### config.mk
export PLATFORM = sky130hd
export DESIGN_NAME = parity_accum_mem_flat
export DESIGN_NICKNAME = d
export VERILOG_FILES = /design/src/rtl/parity_accum_mem_if.sv /design/src/rtl/parity_accum_mem.sv /design/src/flat_wrapper.sv
export SDC_FILE = /design/constraint.sdc
export NUM_CORES = 1
export LEC_CHECK = 0
export ABC_AREA = 1
export CAP_MARGIN = 15
export CELL_PAD_IN_SITES_DETAIL_PLACEMENT = 0
export CELL_PAD_IN_SITES_GLOBAL_PLACEMENT = 2
export CORE_ASPECT_RATIO = 0.6
export CORE_MARGIN = 2
export CORE_UTILIZATION = 39
export CTS_BUF_LIST = sky130_fd_sc_hd__clkbuf_2
export DETAILED_ROUTE_END_ITERATION = 7
export PLACE_DENSITY = 0.78
export SETUP_SLACK_MARGIN = 0.5
export SYNTH_ARGS = -nofsm -noshare
export SYNTH_HDL_FRONTEND = slang
export SYNTH_SLANG_ARGS = --single-unit
### constraint.sdc
create_clock -name clk -period 3.1 [get_ports clk]
set_input_delay 0.93 -clock clk [delete_from_list [all_inputs] [get_ports clk]]
set_output_delay 0.93 -clock clk [all_outputs]
set_load 0.01 [all_outputs]
### src/rtl/parity_accum_mem_if.sv
// Write-request, row-read-request and row-response bundle for the banked parity store.
interface parity_accum_mem_if #(
  parameter int NUM_BANKS  = 4,
  parameter int LOG2_DEPTH = 6,
  parameter int PARITY_W   = 8,
  parameter int ADDR_W     = LOG2_DEPTH
);
  localparam int ROWS  = (2 ** LOG2_DEPTH) / NUM_BANKS;
  localparam int ROW_W = (ROWS > 1) ? $clog2(ROWS) : 1;

  logic                          wr_req_val;
  logic [ADDR_W-1:0]             wr_req_addr;
  logic [PARITY_W-1:0]           wr_req_data;
  logic                          wr_req_accum;
  logic                          wr_req_rdy;
  logic                          rd_req_val;
  logic [ROW_W-1:0]              rd_req_row;
  logic                          rd_req_clear;
  logic                          rd_req_rdy;
  logic                          rd_resp_val;
  logic [NUM_BANKS*PARITY_W-1:0] rd_resp_data;
  logic                          rd_resp_rdy;

  modport master (
    output wr_req_val, wr_req_addr, wr_req_data, wr_req_accum,
    output rd_req_val, rd_req_row, rd_req_clear, rd_resp_rdy,
    input  wr_req_rdy, rd_req_rdy, rd_resp_val, rd_resp_data
  );

  modport slave (
    input  wr_req_val, wr_req_addr, wr_req_data, wr_req_accum,
    input  rd_req_val, rd_req_row, rd_req_clear, rd_resp_rdy,
    output wr_req_rdy, rd_req_rdy, rd_resp_val, rd_resp_data
  );
endinterface

### src/rtl/parity_accum_mem.sv
// Banked GF(2^m) parity store: overwrite/XOR-accumulate word writes, whole-row reads
// with optional clear-on-read, self-zeroing after reset.
module parity_accum_mem #(
  parameter int NUM_BANKS  = 4,
  parameter int LOG2_DEPTH = 6,
  parameter int PARITY_W   = 8,
  parameter int ADDR_W     = LOG2_DEPTH
) (
  input  logic              clk,
  input  logic              rst,
  parity_accum_mem_if.slave bus
);
  localparam int LOG2_NB    = (NUM_BANKS > 1) ? $clog2(NUM_BANKS) : 0;
  localparam int BANK_W     = (NUM_BANKS > 1) ? $clog2(NUM_BANKS) : 1;
  localparam int ROWS       = (2 ** LOG2_DEPTH) / NUM_BANKS;
  localparam int ROW_W      = (ROWS > 1) ? $clog2(ROWS) : 1;
  localparam int ROW_DATA_W = NUM_BANKS * PARITY_W;

  typedef enum logic [0:0] {ST_INIT = 1'b0, ST_RUN = 1'b1} state_t;

  function automatic logic [PARITY_W-1:0] gf_add(input logic [PARITY_W-1:0] a,
                                                 input logic [PARITY_W-1:0] b);
    return a ^ b;
  endfunction

  state_t                state_r;
  logic [ROW_W-1:0]      init_row_r;
  logic                  s1_val_r;
  logic                  s1_accum_r;
  logic [BANK_W-1:0]     s1_bank_r;
  logic [ROW_W-1:0]      s1_row_r;
  logic [PARITY_W-1:0]   s1_data_r;
  logic [PARITY_W-1:0]   s1_rdata_r;
  logic                  clr_val_r;
  logic [ROW_W-1:0]      clr_row_r;
  logic [PARITY_W-1:0]   mem_r [NUM_BANKS][ROWS];
  logic [ROW_DATA_W-1:0] fifo_r [2];
  logic                  wptr_r;
  logic                  rptr_r;
  logic [1:0]            count_r;

  logic [BANK_W-1:0]     wr_bank_s;
  logic [ROW_W-1:0]      wr_row_s;
  logic                  rd_rdy_s;
  logic                  rd_acc_s;
  logic                  wr_rdy_s;
  logic                  wr_acc_s;
  logic                  pop_s;
  logic [ROW_W-1:0]      raddr_s;
  logic [ROW_W-1:0]      waddr_s;
  logic [PARITY_W-1:0]   wdata_s;
  logic [NUM_BANKS-1:0]  wen_s;
  logic [PARITY_W-1:0]   s1_new_s;
  logic [PARITY_W-1:0]   rd_word_s [NUM_BANKS];
  logic [ROW_DATA_W-1:0] row_data_s;

  assign wr_bank_s = BANK_W'(bus.wr_req_addr & ADDR_W'(NUM_BANKS - 1));
  assign wr_row_s  = ROW_W'(bus.wr_req_addr >> LOG2_NB);

  // A read owns the shared RAM read port and a clearing read owns the next write slot.
  assign rd_rdy_s = (state_r == ST_RUN) && (count_r < 2'd2);
  assign rd_acc_s = bus.rd_req_val && rd_rdy_s;
  assign wr_rdy_s = (state_r == ST_RUN) && !(rd_acc_s && (bus.wr_req_accum || bus.rd_req_clear));
  assign wr_acc_s = bus.wr_req_val && wr_rdy_s;
  assign pop_s    = (count_r != 2'd0) && bus.rd_resp_rdy;
  assign raddr_s  = rd_acc_s ? bus.rd_req_row : wr_row_s;
  assign s1_new_s = s1_accum_r ? gf_add(s1_rdata_r, s1_data_r) : s1_data_r;

  assign bus.wr_req_rdy   = wr_rdy_s;
  assign bus.rd_req_rdy   = rd_rdy_s;
  assign bus.rd_resp_val  = (count_r != 2'd0);
  assign bus.rd_resp_data = fifo_r[rptr_r];

  // Write-port owner: init zeroing, then a pending clear, then the S1 write.
  always_comb begin
    waddr_s = s1_row_r;
    wdata_s = s1_new_s;
    wen_s   = '0;
    if (state_r == ST_INIT) begin
      waddr_s = init_row_r;
      wdata_s = '0;
      wen_s   = '1;
    end else if (clr_val_r) begin
      waddr_s = clr_row_r;
      wdata_s = '0;
      wen_s   = '1;
    end else if (s1_val_r) begin
      wen_s[s1_bank_r] = 1'b1;
    end else begin
      wen_s = '0;
    end
  end

  // RAM read with forwarding of the word being written this cycle; bank 0 lands in the MSBs.
  always_comb begin
    row_data_s = '0;
    for (int b = 0; b < NUM_BANKS; b++) begin
      if (wen_s[b] && (waddr_s == raddr_s)) begin
        rd_word_s[b] = wdata_s;
      end else begin
        rd_word_s[b] = mem_r[b][raddr_s];
      end
      row_data_s[(NUM_BANKS-b)*PARITY_W-1 -: PARITY_W] = rd_word_s[b];
    end
  end

  // Bank RAM write ports.
  always_ff @(posedge clk) begin
    for (int b = 0; b < NUM_BANKS; b++) begin
      if (wen_s[b]) begin
        mem_r[b][waddr_s] <= wdata_s;
      end
    end
  end

  // Pipeline payload and response storage; qualified by the reset-controlled valids.
  always_ff @(posedge clk) begin
    if (wr_acc_s) begin
      s1_bank_r  <= wr_bank_s;
      s1_row_r   <= wr_row_s;
      s1_data_r  <= bus.wr_req_data;
      s1_accum_r <= bus.wr_req_accum;
      s1_rdata_r <= rd_word_s[wr_bank_s];
    end
    if (rd_acc_s) begin
      fifo_r[wptr_r] <= row_data_s;
      clr_row_r      <= bus.rd_req_row;
    end
  end

  // Control FSM, pipeline valids and response FIFO pointers.
  always_ff @(posedge clk) begin
    if (rst) begin
      state_r    <= ST_INIT;
      init_row_r <= '0;
      s1_val_r   <= 1'b0;
      clr_val_r  <= 1'b0;
      count_r    <= 2'd0;
      wptr_r     <= 1'b0;
      rptr_r     <= 1'b0;
    end else begin
      case (state_r)
        ST_INIT: begin
          if (init_row_r == ROW_W'(ROWS - 1)) begin
            state_r <= ST_RUN;
          end else begin
            init_row_r <= init_row_r + ROW_W'(1);
          end
        end
        ST_RUN:  state_r <= ST_RUN;
        default: state_r <= ST_INIT;
      endcase
      s1_val_r  <= wr_acc_s;
      clr_val_r <= rd_acc_s && bus.rd_req_clear;
      if (rd_acc_s) begin
        wptr_r <= ~wptr_r;
      end
      if (pop_s) begin
        rptr_r <= ~rptr_r;
      end
      case ({rd_acc_s, pop_s})
        2'b10:   count_r <= count_r + 2'd1;
        2'b01:   count_r <= count_r - 2'd1;
        default: count_r <= count_r;
      endcase
    end
  end
endmodule

### src/flat_wrapper.sv
// flat-port wrapper written by rule: the top's interface ports become plain ports
module parity_accum_mem_flat 
#(
  parameter int NUM_BANKS  = 4,
  parameter int LOG2_DEPTH = 6,
  parameter int PARITY_W   = 8,
  parameter int ADDR_W     = LOG2_DEPTH
)
  (clk, rst, bus_wr_req_val, bus_wr_req_addr, bus_wr_req_data, bus_wr_req_accum, bus_rd_req_val, bus_rd_req_row, bus_rd_req_clear, bus_rd_resp_rdy, bus_wr_req_rdy, bus_rd_req_rdy, bus_rd_resp_val, bus_rd_resp_data);
  parity_accum_mem_if #(.NUM_BANKS(NUM_BANKS), .LOG2_DEPTH(LOG2_DEPTH), .PARITY_W(PARITY_W), .ADDR_W(ADDR_W)) bus_i ();
  input  logic clk;
  input  logic rst;
  input wire logic [$bits(bus_i.wr_req_val)-1:0] bus_wr_req_val;
  input wire logic [$bits(bus_i.wr_req_addr)-1:0] bus_wr_req_addr;
  input wire logic [$bits(bus_i.wr_req_data)-1:0] bus_wr_req_data;
  input wire logic [$bits(bus_i.wr_req_accum)-1:0] bus_wr_req_accum;
  input wire logic [$bits(bus_i.rd_req_val)-1:0] bus_rd_req_val;
  input wire logic [$bits(bus_i.rd_req_row)-1:0] bus_rd_req_row;
  input wire logic [$bits(bus_i.rd_req_clear)-1:0] bus_rd_req_clear;
  input wire logic [$bits(bus_i.rd_resp_rdy)-1:0] bus_rd_resp_rdy;
  output wire logic [$bits(bus_i.wr_req_rdy)-1:0] bus_wr_req_rdy;
  output wire logic [$bits(bus_i.rd_req_rdy)-1:0] bus_rd_req_rdy;
  output wire logic [$bits(bus_i.rd_resp_val)-1:0] bus_rd_resp_val;
  output wire logic [$bits(bus_i.rd_resp_data)-1:0] bus_rd_resp_data;
  assign bus_i.wr_req_val = bus_wr_req_val;
  assign bus_i.wr_req_addr = bus_wr_req_addr;
  assign bus_i.wr_req_data = bus_wr_req_data;
  assign bus_i.wr_req_accum = bus_wr_req_accum;
  assign bus_i.rd_req_val = bus_rd_req_val;
  assign bus_i.rd_req_row = bus_rd_req_row;
  assign bus_i.rd_req_clear = bus_rd_req_clear;
  assign bus_i.rd_resp_rdy = bus_rd_resp_rdy;
  assign bus_wr_req_rdy = bus_i.wr_req_rdy;
  assign bus_rd_req_rdy = bus_i.rd_req_rdy;
  assign bus_rd_resp_val = bus_i.rd_resp_val;
  assign bus_rd_resp_data = bus_i.rd_resp_data;
  parity_accum_mem #(.NUM_BANKS(NUM_BANKS), .LOG2_DEPTH(LOG2_DEPTH), .PARITY_W(PARITY_W), .ADDR_W(ADDR_W)) u_core (.clk(clk), .rst(rst), .bus(bus_i));
endmodule
==> metrics.md <==
| Metric | Value |
|---|---|
| Status | `complete, but fails checks` |
| Violated checks | `negative setup slack` |
| Routed WL per cell | `between 20 and 25 um` |
| DRC violations left | `0` |
| Die height | `roughly 210 um` |
| Leading cell types in the layout, fill and taps excluded | `edfxtp_1, nand2_1, inv_1` |
| Initial antenna violation count | `2` |
| Worst r2r path cells | `16` |
| Crit-path max FO | `7` |
| Reg2reg setup slack | `0.39 ns` |
| Largest net degree at the start of global routing | `65` |
| DP HPWL | `57.0 mm` |
| Detailed-route via count | `~21000` |
| Share of cells above drive strength 1 | `between 30% and 40%` |
| Hold WS | `a little over 0.3 ns` |
| CTS H-tree depth | `4` |
| Seq/Total Area, Yosys | `66.7%` |
| Critical Path RT | `2.17 ns` |
| Post-layout util | `51.8%` |
| Hold Crit Class | `primary input to register` |
| Global-route wire length before repair | `around 130 mm` |
| Critical Path End Type | `output pin` |
| Cell Count, Final, Fillers Out | `between 4000 and 5000` |
| Commonest non-fill, non-tap cell in the layout | `edfxtp_1` |
| Synth Flop Type | `edfxtp_1` |
| Post-CTS Hold Buffers | `0` |
| Pins Over Slew Limit | `0` |
| DRT Pass-1 Iters | `5` |
| I/O pin count | `60` |
| Post-Syn Area | `about 28000 um^2` |
| Global-route usage over all layers | `between 20% and 30%` |
| GPL Wtd Cong | `~0.93` |
| Measured slew at the worst slew-check pin | `0.766 ns` |
| Power consumption | `around 0.017 W` |
| Number of max-cap violations | `0` |
| Yosys top cell by area | `edfxtp_1` |
| Worst Setup Path Type | `register to output pin` |
| Buffers on Ports | `between 50 and 60` |
| Synth Area per Inst | `around 11 um^2` |
| Vias per inst | `between 5 and 6` |
| Largest buffer count on any clock path | `3` |
| Crit path DAT | `2.38 ns` |
| Max Fclk | `302 MHz` |
| Static Leak | `about 16 nW` |
| Placed cells | `about 3700` |
| Clk sinks | `between 600 and 700` |
| Layout Skew | `between 0.1 and 0.15 ns` |
| Area grow syn2layout | `31.6%` |
| CTS clock-pin slew for the worst setup and hold paths | `0.11 ns` |
| Vias in the first global route | `between 15000 and 20000` |
| GR Overflow Total | `0` |
| Number of CTS-inserted buffers | `150` |
| FF-to-FF End | `u_core.fifo_r[0][9]` |
| Period utilization | `107%` |
| Final nets | `slightly above 3000` |
| CTS root buf | `clkbuf_2` |
| Final Hold Viols | `0` |
| CTS tree | `built` |
| Chip Width | `roughly 350 um` |
| Post-synth ARST share | `0%` |
| Worst Hold End | `u_core.s1_val_r` |
| Final setup vio count | `31` |
| Synthesis Warnings | `0` |
| Flops & latches, synth | `615` |
| Drt total wl | `92.5 mm` |
| Cell Pwr Density | `around 470 nW/um^2` |
| Synth cell types | `31` |
| Post-synth top area share | `65.8%` |
| Max IR drop VDD | `about 0.3 mV` |
| RSZ-0062 raised after global routing | `true` |
| Initial core utilization | `39.4%` |
| Worst r2r src | `u_core.state_r` |
| Worst hold path cell count | `3` |
| Area contributors post-synth | `edfxtp_1, nand3_1, nand2_1` |
| Number of flops mapped to enable cells by yosys | `about 600` |
| Final worst setup slack | `-0.212 ns` |
| Row cnt | `75` |
| Hold Crit Start | `bus_wr_req_val` |
| Full die area | `72700 um^2` |
| Antenna-violating nets left | `0` |
| Initial drt markers | `2367` |
| Worst-Skew Late Latency | `1.25 ns` |
| Total core area | `approximately 70000 um^2` |
| Slew HR | `48.9%` |
| Setup WS pre-CTS | `-0.554 ns` |
| Gate Count Post-Synth | `~2600` |
| Startpoint types | `register` |
| Final Critical Period | `between 3 and 4 ns` |
| Syn_nets | `roughly 2600` |
[Yosys cell counts, types with 8 or more instances]
library cell  count
inv_1           435
a21oi_1          18
mux2_2           32
nand3_1         544
and2_1           32
buf_1            14
buf_4            11
clkbuf_1         16
nand2_1         536
edfxtp_1        603
nor2_1           98
dfxtp_1          12
o21ai_0           8
nand3b_1        104
buf_2            90
[layout make-up]
| class | instances | area (um^2) |
|---|---|---|
| Antenna cell | 2 | 5.00 |
| Clock buffer | 210 | 1050 |
| Tap cell | 924 | 1160 |
| Sequential cell | 615 | 18400 |
| Multi-Input combinational cell | 1396 | 9000 |
| Inverter | 442 | 1700 |
| Timing Repair Buffer | 388 | 4570 |
| Fill cell | 6244 | 33600 |
| Clock inverter | 46 | 357 |
[state kept, by name, indices dropped and copies added (netlist names), named ones only]
name	count
u_core.s1_data_r	8
u_core.s1_rdata_r	8
u_core.clr_row_r	4
u_core.s1_bank_r	2
u_core.fifo_r	64
u_core.s1_accum_r	1
u_core.mem_r	512
u_core.state_r	1
u_core.s1_val_r	1
u_core.rptr_r	1
u_core.wptr_r	1
u_core.init_row_r	4
u_core.s1_row_r	4
u_core.count_r	2
u_core.clr_val_r	1
[how the worst max path moves through the flow]
stage	end	slack [ns]	depth (start not counted)
2_1_floorplan	u_core.fifo_r[0][0]	0.12	3
3_3_place_gp	u_core.s1_rdata_r[3]	-0.56	14
3_5_place_dp	u_core.s1_rdata_r[1]	-0.55	15
4_1_cts	bus_rd_resp_data[3]	-0.36	4
5_1_grt	bus_rd_resp_data[3]	-0.38	4
6_report	bus_rd_resp_data[3]	-0.21	4
[logic make-up after synthesis]
family | share of synthesized area [%]
multiplexers | 1.31
AO/OA/AOI/OAI | 0.632
adder cells (fa/ha/maj) | 0.0910
buffers and inverters | 8.56
flip-flops | 66.7
AND/OR/NAND/NOR | 22.7
[through the flow]
step | area (um^2) | TNS (ns)
finish | 36200 | -4.37
global route | 36200 | -10.15
CTS | 33300 | -9.39
detailed placement | 31100 | -31.63
global placement | 31100 | -31.20
floorplan | 27600 | 0
[power by group]
part	switching [W]	leakage, nW	internal (W)
Combinational	0.00117	9.15	0.000792
Clock	0.00337	1.03	0.00232
Sequential	0.0000332	5.37	0.00920
[layer usage]
metal	vias up	share of wire [%]	track usage (%)
met5	-	0	0
met4	0	1.6	6.52
met3	109	10	9.65
met2	983	41	33.3
met1	10400	47	36.5
li1	9554	-	-
[critical path, stage by stage, from the launching register on]
cell and delay (ns):
dfxtp_4 0.42, buf_12 0.12, buf_16 0.14, mux2_4 0.36, buf_6 0.14
[timing repair]
action / 4_1_cts / 5_1_grt
setup buffers: 22 / 53
resized for setup: 249 / 491
cloned: 8 / 11
endpoints found under the setup margin: 138 / 279
pin swaps: 3 / 129
No activity file was read; power rests on OpenSTA's default activity.
